--- src/rtl/pc_seq_pkg.sv ---
// Shared types and constants for the PC/nPC sequencer.
// State codes, npc source codes and default reset vectors.
package pc_seq_pkg;

    typedef enum logic [1:0] {
        ST_RUN   = 2'b00,
        ST_DELAY = 2'b01,
        ST_ANNUL = 2'b10,
        ST_BAD   = 2'b11
    } state_e;

    localparam logic [1:0] MUX_SEQ = 2'b00;
    localparam logic [1:0] MUX_ALU = 2'b01;
    localparam logic [1:0] MUX_TA  = 2'b10;

    localparam logic [31:0] DEF_RESET_PC  = 32'h0000_0000;
    localparam logic [31:0] DEF_RESET_NPC = 32'h0000_0004;

    function automatic logic is_misaligned(input logic [31:0] a);
        return a[1:0] != 2'b00;
    endfunction

endpackage

--- src/rtl/npc_incrementer.sv ---
// Sequential next-PC adder: y = a + 4, wrapping at 2^32.
// Carry out is deliberately dropped.
module npc_incrementer (
    input  logic [31:0] a,
    output logic [31:0] y
);

    assign y = a + 32'd4;

endmodule

--- src/rtl/pc_npc_sequencer.sv ---
// SPARC-style PC/nPC sequencer with delay-slot and annul tracking.
// One-cycle latency; synchronous active-low reset.
module pc_npc_sequencer
    import pc_seq_pkg::*;
#(
    parameter logic [31:0] RESET_PC  = DEF_RESET_PC,
    parameter logic [31:0] RESET_NPC = DEF_RESET_NPC
) (
    input  logic        clk,
    input  logic        reset,
    input  logic        stall,
    input  logic        branch_valid,
    input  logic        branch_taken,
    input  logic        branch_always,
    input  logic        annul,
    input  logic        is_jmpl,
    input  logic [31:0] ta,
    input  logic [31:0] alu_out,
    output logic [31:0] pc,
    output logic [31:0] npc,
    output logic [1:0]  pc_mux,
    output logic        le,
    output logic        squash,
    output logic        misaligned,
    output logic [1:0]  state
);

    state_e      state_q, state_d;
    logic [31:0] pc_q, pc_d;
    logic [31:0] npc_q, npc_d;
    logic [1:0]  pc_mux_q, pc_mux_d;
    logic        squash_q, squash_d;
    logic        misaligned_q, misaligned_d;

    logic [31:0] npc_plus4;
    logic [31:0] target;
    logic        taken;

    npc_incrementer u_inc (
        .a (npc_q),
        .y (npc_plus4)
    );

    assign taken  = branch_valid & (branch_taken | branch_always);
    assign target = is_jmpl ? alu_out : ta;

    // Next-state and next-PC selection; stall holds, reset overrides.
    always_comb begin
        state_d      = state_q;
        pc_d         = pc_q;
        npc_d        = npc_q;
        pc_mux_d     = pc_mux_q;
        squash_d     = squash_q;
        misaligned_d = misaligned_q;
        if (!reset) begin
            state_d      = ST_RUN;
            pc_d         = RESET_PC;
            npc_d        = RESET_NPC;
            pc_mux_d     = MUX_SEQ;
            squash_d     = 1'b0;
            misaligned_d = 1'b0;
        end else if (!stall) begin
            pc_d         = npc_q;
            npc_d        = npc_plus4;
            pc_mux_d     = MUX_SEQ;
            squash_d     = 1'b0;
            misaligned_d = 1'b0;
            state_d      = ST_RUN;
            unique case (state_q)
                ST_RUN, ST_DELAY: begin
                    if (taken) begin
                        npc_d        = target;
                        pc_mux_d     = is_jmpl ? MUX_ALU : MUX_TA;
                        misaligned_d = is_misaligned(target);
                        squash_d     = annul & branch_always;
                        state_d      = squash_d ? ST_ANNUL : ST_DELAY;
                    end else if (branch_valid && annul
                                 && state_q == ST_RUN) begin
                        squash_d = 1'b1;
                        state_d  = ST_ANNUL;
                    end
                end
                default: begin
                    state_d = ST_RUN;
                end
            endcase
        end
    end

    // State register.
    always_ff @(posedge clk) begin
        state_q      <= state_d;
        pc_q         <= pc_d;
        npc_q        <= npc_d;
        pc_mux_q     <= pc_mux_d;
        squash_q     <= squash_d;
        misaligned_q <= misaligned_d;
    end

    assign pc         = pc_q;
    assign npc        = npc_q;
    assign pc_mux     = pc_mux_q;
    assign squash     = squash_q;
    assign misaligned = misaligned_q;
    assign state      = state_q;
    assign le         = ~stall & reset;

endmodule

--- config.mk ---
export PLATFORM = sky130hd
export DESIGN_NAME = pc_npc_sequencer
export DESIGN_NICKNAME = d
export VERILOG_FILES = /design/src/rtl/pc_seq_pkg.sv /design/src/rtl/npc_incrementer.sv /design/src/rtl/pc_npc_sequencer.sv
export SDC_FILE = /design/constraint.sdc
export NUM_CORES = 1
export LEC_CHECK = 0
export ABC_AREA = 1
export CELL_PAD_IN_SITES_DETAIL_PLACEMENT = 0
export CELL_PAD_IN_SITES_GLOBAL_PLACEMENT = 1
export CORE_MARGIN = 5
export CORE_UTILIZATION = 31
export DETAILED_ROUTE_END_ITERATION = 6
export PLACE_DENSITY_LB_ADDON = 0.1
export SYNTH_ARGS = -nofsm -noshare
export SYNTH_HDL_FRONTEND = slang
export SYNTH_SLANG_ARGS = --single-unit
--- constraint.sdc ---
create_clock -name clk -period 1.75 [get_ports clk]
set_clock_uncertainty 0.15 [all_clocks]
set_input_delay 0.2625 -clock clk [delete_from_list [all_inputs] [get_ports clk]]
set_output_delay 0.2625 -clock clk [all_outputs]
set_load 0.005 [all_outputs]
[Yosys cells after proc, flatten, opt, wreduce, memory -nomap -nowiden]
Index checks and enable logic that the tools add are counted.
Word-level totals
  bits in registers: 70
  input bits: 72
  output and inout port bits: 71
  logic and storage cells: 33
Operators by class
  add/sub/neg operators: 1
  equality and inequality tests: 1
  multiplexer cells: 15
  bitwise gates (word level): 5
  reductions and logical operators: 5
Operators by type and width (count)
  $mux 32: 3
  $add 32x3->32 const B: 1
  $mux 2: 7
  $mux 1: 5
  $and 1x1->1: 3
  $eq 2x1->1 const B: 1
  $logic_and 1x1->1: 2
  $logic_not 2->1: 1
  $reduce_bool 2->1: 1
  $reduce_or 2->1: 1
  $not 1->1: 1
  $or 1x1->1: 1

[Longest topological paths before layout]
  word-level depth: 5
  gate-level depth with buffers: 10
  depth with buffers taken out: 10

[Modules after synthesis]
A second synthesis with hierarchy kept.
Second synthesis, totals
  cell total of the unflattened synthesis: 604
  area, all modules: 4020.1 µm²
By module, submodules not included
  pc_npc_sequencer: times used 1, cells each 427, area an instance 3110.5 µm², sequential area each 1381.3 µm²
  npc_incrementer: times used 1, cells each 177, area an instance 909.6 µm², sequential area each 0.0 µm²

[Least setup slack after synthesis]
No wires, ideal clock.
  path kind: register -> register
  from: reg npc_q[2] (netlist: npc[2])
  to: reg npc_q[20] (netlist: npc[20])
  library setup time: 117 ps
  arrival time: 1291 ps
  data required time: 1483 ps
  slack: 192 ps
  cell stages (with the launch flop): 9
  path buffers: 0
  clock period less this slack: 1558 ps
  cells stage by stage: dfxtp_1 ha_1 nand2_1 nor2_4 nand3_1 o21ai_1 nand2_1 a21oi_1 nor2_1
On the way
  longest elaborated chain between the ends: 3
RTL lines
  from (decl): line pc_npc_sequencer.sv:30  | logic [31:0] npc_q, npc_d;
  from (signal assigned): line pc_npc_sequencer.sv:94  | npc_q <= npc_d;
  $add 32x3->32 *: line npc_incrementer.sv:8  | assign y = a + 32'd4;
  $mux 32: line pc_npc_sequencer.sv:71  | if (taken) begin
  $mux 32 *: line pc_npc_sequencer.sv:69  | unique case (state_q)
Every way passes the cells marked *; elsewhere a longest branch is shown, timed or not.
A chain may end at the register's enable or synchronous reset.

[Worst setup path after layout]
  from: reg npc_q[3] (netlist: npc[3])
  to: out npc[3]
RTL lines
  to (decl): line pc_npc_sequencer.sv:20  | output logic [31:0] npc,
No word-level cell between the ends.

==> flow_metrics.py <==
metrics = {
    "yosys": {
        "yosys_warnings": 0,
        "synth_area_leaders": "dfxtp_1, nand2_1, nor2_1",
        "syn_area_sq_um": 4080,
        "yosysSeqAreaShare_pct": 33.9,
        "synth_most_common_cell": "nand2_1",
        "avgSynthCellArea_sq_um": 6.62,
        "synth_nets": 689,
        "yosysTopAreaCellShare_pct": 33.9,
        "synth_flop_cell": "dfxtp_1",
        "synth-async-reset-ratio_pct": 0,
        "ys_types": 31,
        "ys_seq_elements": 69,
        "ys_top_cells_by_count": "nand2_1, nor2_1, dfxtp_1",
        "synth_top_cell_by_area": "dfxtp_1",
        "syn_inst": 616,
        "synth_edf_count": 0,
    },
    "finish": {
        "drive_above_1_share_pct": 17.6,
        "areaGrowthSynthToFinish_pct": 54.0,
        "final_core_util_pct": 48.0,
        "fin_cells": 958,
        "nets": 853,
        "antenna-diode-count": 0,
    },
    "setup_path": {
        "worstSetupEndpointType": "output port",
        "path_class": "flop to output port",
        "crit_arrival_ps": 1310,
        "reg2regPathDepth": 7,
        "reg2reg_from": "npc[2]",
        "r2r_slack_ps": 120,
        "worstSetupStartpointType": "flop",
        "regToRegEndpoint": "npc[23]",
        "worstPathMaxFanout": 3,
        "cp.required_ps": 1340,
    },
    "global_route": {
        "grt_max_degree": 60,
        "grt_pass1_vias": 4596,
        "grt_overflow": 0,
        "grtUsageTotal_pct": 18.5,
        "antenna_found_initial": 0,
        "grt_pass1_wl_microns": 23500,
    },
    "sta": {
        "fmax_ghz": 0.580,
        "tns_ps": 0,
        "setup_viol": 0,
        "min_period_over_period_pct": 98.5,
        "rsz0062_at_grt": "yes",
        "finalCriticalPeriod_ps": 1720,
        "maxSlewHeadroom_pct": 80.5,
        "worst_pin_slew_ps": 292,
        "fin_hold_ws_ps": 217,
        "finalMaxSlewViolations": 0,
        "finalHoldViolations": 0,
        "setup_slack_ps": 26.6,
    },
    "clock_tree": {
        "root_buffer": "clkbuf_16",
        "htreeDepth": 3,
        "clk_latency_ps": 340,
        "clock-sinks": 69,
        "cts.clk_slew.worst_paths_ps": 60,
        "cts_buffers": 9,
        "cts_tree": "built",
        "clockBufferDepth": 2,
        "cts-hold-fix-buffers": 0,
    },
    "drt": {
        "via_per_inst": 4.75,
        "postRouteAntennaNets": 0,
        "drtIter0Drc": 206,
        "finalWirelength_microns": 14300,
        "route.detailed.drc": 0,
        "num_vias": 4553,
        "wl_per_cell_microns": 15.0,
        "drtPass1Iterations": 5,
    },
    "placement": {
        "gp_congestion": 0.798,
        "place_ws_ps": -190,
        "placed_cells": 943,
        "port_buffers": 142,
        "dpl.hpwl_microns": 11000,
    },
    "min_path": {
        "min_to": "npc[4]",
        "whs_path_depth": 5,
        "hp-start": "reset",
        "hp-class": "primary input to flop",
    },
    "power": {
        "p_per_area_nw_per_um2": 698,
        "peakVddDrop_mv": 0.421,
        "power.leakage_uw": 0.00260,
    },
    "floorplan": {
        "core_sq_um": 13100,
        "fp.dieW_microns": 125,
        "dieArea_sq_um": 15600,
        "io_pins": 143,
        "start_util_pct": 31.2,
        "die_y_microns": 125,
        "rows": 42,
    },
    "outcome": {
        "outcome": "complete, no violations",
    },
    "flow_run": {
        "drv_cap": 0,
    },
}
-- critical path, stage by stage, from the launching register on --
cell,delay (ps)
dfxtp_2,350
buf_4,130
clkdlybuf4s50_1,500
-- per-stage QoR --
step | total power (uW) | instance area, sq um
after floorplan | 2200 | 4080
after global placement | 2780 | 5960
after detailed placement | 2790 | 5960
after CTS | 4440 | 6230
after global routing | 4630 | 6280
final | 4390 | 6280
-- layout make-up --
class                      instances  area, sq um
tap                              176          220
sequential                        69         1420
multi-input combinational        462         2360
inverter                          53          199
clock inverter                     2         12.5
timing repair buffer             185         1820
fill                            1323         6800
clock buffer                      11          243
-- registers in the layout, summed over array words and instances, names as in the netlist --
signal / count
state: 2
npc: 32
pc: 32
pc_mux: 2
misaligned: 1
-- worst max path at each step --
stage	from	to	slack (ps)
CTS	npc[14]	npc[14]	1
finish	npc[3]	npc[3]	30
floorplan	npc[2]	npc[20]	190
global route	npc[2]	npc[20]	-3
global placement	branch_valid	npc[13]	-170
detailed placement	branch_valid	npc[14]	-190
-- report_power, final --
group	switching (uW)	internal [uW]
clock network	666	971
registers	95.4	1680
logic	420	551
-- layer usage --
| layer | vias to the layer above | wire, microns | track usage (%) |
|---|---|---|---|
| met2 | 109 | 7130 | 32.3 |
| met1 | 2089 | 6370 | 22.6 |
| met4 | 0 | 180 | 5.42 |
| met5 | - | 0 | 0 |
| met3 | 15 | 650 | 4.20 |
| li1 | 2340 | - | - |
-- kinds of logic (layout without fill, tap and decap cells) --
kind of cell,count (synthesis),in the layout,synth area share (%)
buffers and inverters,85,251,8.28
flip-flops,69,69,33.9
AO/OA/AOI/OAI,117,117,15.5
XOR/XNOR,10,10,2.15
adder cells (fa/ha/maj),1,1,0.307
AND/OR/NAND/NOR,308,308,32.8
multiplexers,26,26,7.18
-- placed cells by master, fill, tap and decap left out, drive strengths merged --
cell             n
a21oi           45
a31oi            2
a41oi            1
buf             44
clkbuf          11
clkdlybuf4s50  130
clkinv           1
clkinvlp         1
dfxtp           69
dlygate4sd2      5
dlymetal6s2s     6
ha               1
inv             53
mux2            26
nand2          151
nand3           54
nand3b           3
nand4            4
nor2            95
nor3             1
o211ai           5
o21a             2
o21ai           60
o21bai           1
o221ai           1
xnor2            4
xor2             6
-- what timing repair did --
| action | 4_1_cts | 5_1_grt |
|---|---|---|
| setup buffers | 0 | 2 |
| resized for setup | 22 | 20 |
| setup endpoints to repair | 17 | 31 |
Note: power is estimated with default switching activity, not from simulation.
